File: src/rtl/syncgen_param.sv
// Parametrised video timing generator: h/v counters, sync pulses, visible/blank flags and line/frame strobes.
// Define SYNCGEN_FRAMECNT_EN to add a 16-bit frame counter output (frame_count).
module syncgen_param #(
  parameter int H_VISIBLE = 800,
  parameter int H_FRONT   = 40,
  parameter int H_SYNC    = 128,
  parameter int H_BACK    = 88,
  parameter int V_VISIBLE = 600,
  parameter int V_FRONT   = 1,
  parameter int V_SYNC    = 4,
  parameter int V_BACK    = 23,
  parameter bit HSYNC_POL = 1'b1,
  parameter bit VSYNC_POL = 1'b1,
  parameter int CNT_W     = 16
) (
  input  logic             clk,
  input  logic             rst,
  input  logic             ce,
  output logic [CNT_W-1:0] hcount,
  output logic [CNT_W-1:0] vcount,
  output logic             hsync,
  output logic             vsync,
  output logic             vis,
  output logic             vblank,
  output logic             sol,
  output logic             sof
`ifdef SYNCGEN_FRAMECNT_EN
  ,
  output logic [15:0]      frame_count
`endif
);

  localparam int H_TOTAL = H_VISIBLE + H_FRONT + H_SYNC + H_BACK;
  localparam int V_TOTAL = V_VISIBLE + V_FRONT + V_SYNC + V_BACK;

  localparam logic [CNT_W-1:0] H_LAST   = CNT_W'(H_TOTAL - 1);
  localparam logic [CNT_W-1:0] V_LAST   = CNT_W'(V_TOTAL - 1);
  localparam logic [CNT_W-1:0] H_VIS    = CNT_W'(H_VISIBLE);
  localparam logic [CNT_W-1:0] V_VIS    = CNT_W'(V_VISIBLE);
  localparam logic [CNT_W-1:0] HS_START = CNT_W'(H_VISIBLE + H_FRONT);
  localparam logic [CNT_W-1:0] HS_END   = CNT_W'(H_VISIBLE + H_FRONT + H_SYNC);
  localparam logic [CNT_W-1:0] VS_START = CNT_W'(V_VISIBLE + V_FRONT);
  localparam logic [CNT_W-1:0] VS_END   = CNT_W'(V_VISIBLE + V_FRONT + V_SYNC);

  logic             h_wrap;
  logic             v_wrap;
  logic [CNT_W-1:0] hcount_nxt;
  logic [CNT_W-1:0] vcount_nxt;
  logic             h_active;
  logic             v_active;
  logic             vis_nxt;
  logic             vblank_nxt;
  logic             sol_nxt;
  logic             sof_nxt;

  // Everything below is decoded from the current (pre-edge) counts, so outputs trail the counters by one ce.
  always_comb begin
    h_wrap     = (hcount == H_LAST);
    v_wrap     = (vcount == V_LAST);
    hcount_nxt = h_wrap ? '0 : hcount + CNT_W'(1);
    vcount_nxt = vcount;
    if (h_wrap) begin
      vcount_nxt = v_wrap ? '0 : vcount + CNT_W'(1);
    end
    h_active   = (hcount >= HS_START) && (hcount < HS_END);
    v_active   = (vcount >= VS_START) && (vcount < VS_END);
    vis_nxt    = (hcount < H_VIS) && (vcount < V_VIS);
    vblank_nxt = (vcount >= V_VIS);
    sol_nxt    = h_wrap;
    sof_nxt    = h_wrap && v_wrap;
  end

  always_ff @(posedge clk) begin
    if (rst) begin
      hcount <= '0;
      vcount <= '0;
      hsync  <= ~HSYNC_POL;
      vsync  <= ~VSYNC_POL;
      vis    <= 1'b0;
      vblank <= 1'b0;
      sol    <= 1'b0;
      sof    <= 1'b0;
    end else if (ce) begin
      hcount <= hcount_nxt;
      vcount <= vcount_nxt;
      hsync  <= ~(h_active ^ HSYNC_POL);
      vsync  <= ~(v_active ^ VSYNC_POL);
      vis    <= vis_nxt;
      vblank <= vblank_nxt;
      sol    <= sol_nxt;
      sof    <= sof_nxt;
    end else begin
      // Strobes must not stretch across idle ce cycles.
      sol <= 1'b0;
      sof <= 1'b0;
    end
  end

`ifdef SYNCGEN_FRAMECNT_EN
  always_ff @(posedge clk) begin
    if (rst) begin
      frame_count <= '0;
    end else if (ce && sof_nxt) begin
      frame_count <= frame_count + 16'd1;
    end
  end
`endif

endmodule

File: config.mk
export PLATFORM = sky130hd
export DESIGN_NAME = syncgen_param
export DESIGN_NICKNAME = d
export VERILOG_FILES = /design/src/rtl/syncgen_param.sv
export SDC_FILE = /design/constraint.sdc
export NUM_CORES = 1
export LEC_CHECK = 0
export CORE_MARGIN = 4
export CORE_UTILIZATION = 50
export DETAILED_ROUTE_END_ITERATION = 7
export PLACE_DENSITY = 0.83
export SYNTH_ARGS = -nofsm -noshare
export SYNTH_HDL_FRONTEND = slang
export SYNTH_SLANG_ARGS = --single-unit
File: constraint.sdc
create_clock -name clk -period 2.8 [get_ports clk]
set_clock_uncertainty 0.2 [all_clocks]
set_input_delay 0.42 -clock clk [delete_from_list [all_inputs] [get_ports clk]]
set_output_delay 0.42 -clock clk [all_outputs]
set_load 0.03 [all_outputs]
==> flow_summary_export.csv <==
group,metric,value,unit
timing,fin_crit_sh,0.868,
worst_setup_path,required,2820,ps
worst_setup_path,cp_top_family,"simple AND/OR/NAND/NOR gates",
timing,rsz0062_at_grt,"false",
place,post-place-ws,87.4,ps
floorplan,start_util,0.524,
floorplan,rows,22,
cells_and_area,instances_no_fill,327,
timing,max_freq,411,MHz
routing,vias_per_cell,5.54,
grt,antenna_found_initial,0,
routing,wl_met3,220,um
worst_hold_path,min_to,"vsync",
worst_hold_path,hold_path_class,"reg -> reg",
logic_synthesis,seq_area_frac_synth,0.391,
logic_synthesis,synth_edf_count,0,
cts,cts_root_buf,"clkbuf_8",
worst_setup_path,crit_arrival,2450,ps
cells_and_area,fin_util,0.673,
floorplan,coreArea,0.00372,mm^2
grt,grt_max_degree,16,
cells_and_area,seq_area,761,um^2
place,io_buffer_count,40,
cts,clk_pin_slew_worst_paths,80,ps
logic_synthesis,ys_warn_count,0,
logic_synthesis,yosysUniqueCellTypes,39,
logic_synthesis,synth_fp_nets,244,
timing,fin_hold_ws,273,ps
routing,drt_pass1_iterations,4,
routing,postRouteAntennaNets,0,
cts,cts_sinks,38,
floorplan,ios,41,
timing,slew_violations,0,
logic_synthesis,netlist_instances,235,
timing,worst_slew_pin_slew,551,ps
timing,fin_tns_setup,0,ps
worst_setup_path,path_max_fanout,13,
floorplan,fp.dieH,70.4,um
grt,grt_overflow,0,
cells_and_area,fin_area,0.00250,mm^2
worst_setup_path,critPathMaxStageDelay,480,ps
routing,routed_wire_length_per_instance,14.4,um
cells_and_area,nets,287,
logic_synthesis,yosys.area.top_type,"dfxtp_1",
cts,htreeDepth,2,
timing,post-route-min-period,2430,ps
worst_setup_path,cp-end-kind,"register",
worst_setup_path,worst-setup-path-type,"reg -> reg",
logic_synthesis,yosysMostFrequentCell,"dfxtp_1",
timing,finalSetupViolCount,0,
routing,wirelength,4710,um
routing,initialDrtViolationCount,156,
routing,wl_met2,2230,um
logic_synthesis,ys.flop_type,"dfxtp_1",
routing,highest_layer,"met4",
floorplan,die_x,70.4,um
logic_synthesis,synth_top_area_share,0.391,
power,power_density,400,mW/mm^2
routing,num_vias,1811,
floorplan,dieArea,0.00496,mm^2
routing,route.detailed.drc,0,
cts,cts_tree,"yes",
worst_setup_path,rrSetupSlack,370,ps
worst_setup_path,critPathBufInv,0,
worst_setup_path,r2r_start,"hcount[15]",
logic_synthesis,synthesis.area,0.00195,mm^2
cells_and_area,multi_input_area,0.00112,mm^2
flow_run,maxCapViolCount,0,
timing,hold_viol,0,
place,postPlaceCellArea,0.00241,mm^2
place,dpl.hpwl,3310,um
cts,hold_buffers,0,
logic_synthesis,synth-seq-cells,38,
power,leakage,0.847,nW
cts,insertion_delay,300,ps
logic_synthesis,synthTopCellsByCount,"38 x dfxtp_1, 30 x nor2_1, 18 x nand2_1",
logic_synthesis,synth_area_per_cell,8.28,um^2
worst_hold_path,min_from,"vsync",
cts,cts_buffers,5,
worst_setup_path,ff2ff_path_depth,5,
timing,fin_ws,368,ps
worst_setup_path,reg2reg_to,"vcount[4]",
cells_and_area,diodes,0,
logic_synthesis,synth_area_leaders,"dfxtp_1 39%, nor2_1 5.8%, xnor2_1 5.4%, xor2_1 4.5%, nand3_1 4.1%",
cts,cts_resized,0,
worst_setup_path,crit_chain,"or3_1 > or3_4 > or3_4 > or4_1 > o21ai_0",
place,placed_cells,319,
logic_synthesis,async_reset_ff_frac,0,
power,power.total,0.999,mW
status,status,"finished clean",
worst_setup_path,startpoint_type,"register",
cts,cts_setup_buffers,0,
timing,relSlewSlack,0.629,
cells_and_area,final_layout_size_suffix_gt1_frac,0.0609,
cells_and_area,nFillCells,315,
routing,wl_met1,2180,um
place,routabilityCongestion,0.933,
cells_and_area,areaGrowthSynthToFinish,28.5,%
power,max-vdd-ir-drop,0.000320,V
worst_hold_path,worstHoldPathCells,2,
cts,clockBufferDepth,2,
grt,grt_first_pass_wirelength,7960,um
worst_setup_path,cp_slowest_cell,"or3_4",
grt,first_global_vias,1723,
worst_setup_path,crit_top_cell,"or3_4",
grt,track_usage,0.199,
## placed cells by master, fill, tap and decap left out, drive strengths merged, types with 7 or more instances in the layout
master / synthesis / routed
dfxtp: 38 / 38
nand4: 12 / 12
nand3: 16 / 16
xor2: 10 / 10
clkdlybuf4s50: 0 / 40
a21oi: 12 / 12
xnor2: 12 / 12
nor3: 7 / 7
inv: 7 / 7
nor2: 30 / 30
nand2: 18 / 18
nand2b: 7 / 7
nor4: 9 / 9
## sequential cells by signal, summed over array words and instances, names as in the netlist
name and count:
vis 1, hcount 16, sol 1, vsync 1
vblank 1, hsync 1, vcount 16, sof 1
## power breakdown
group	internal, mW	switching (mW)	leakage [nW]	total, mW
clock	0.198	0.198	0.0472	0.396
combinational	0.0210	0.0308	0.493	0.0518
sequential	0.545	0.00693	0.307	0.552
## layout make-up
type                       count  share of cell area
clock inverter                 2             0.00500
clock buffer                   6              0.0330
inverter                       7              0.0105
timing repair buffer          45               0.175
sequential                    38               0.304
tap                           48              0.0240
multi-input combinational    181               0.448
## per-layer routing
layer,vias up,GRT usage
li1,926,-
met1,833,0.256
met2,45,0.309
met3,7,0.0518
met4,0,0.0894
met5,-,0
## worst max-delay path by stage
stage                           from         end  slack, ps  depth (start not counted)
after floorplan            hcount[0]  vcount[15]        380                          6
after global placement            ce  vcount[15]        180                          6
after detailed placement          ce  vcount[15]         90                          6
after CTS                 hcount[15]   vcount[4]        370                          5
after global routing       hcount[0]  vcount[15]        230                          5
final                     hcount[15]   vcount[4]        370                          5
## worst reg2reg max path: stages (launching register included)
cell and delay, ps:
dfxtp_1 350, or3_1 390, or3_4 370, or3_4 480
or4_1 480, o21ai_0 90
## kinds of logic after synthesis
| group | Yosys count | synth area share |
|---|---|---|
| AND/OR/NAND/NOR | 123 | 0.339 |
| flip-flops | 38 | 0.391 |
| AO/OA/AOI/OAI | 28 | 0.0887 |
| XOR/XNOR | 22 | 0.0990 |
| buffers and inverters | 16 | 0.0334 |
| adder cells (fa/ha/maj) | 6 | 0.0386 |
| multiplexers | 2 | 0.0103 |
(Power assumes the default switching activity.)
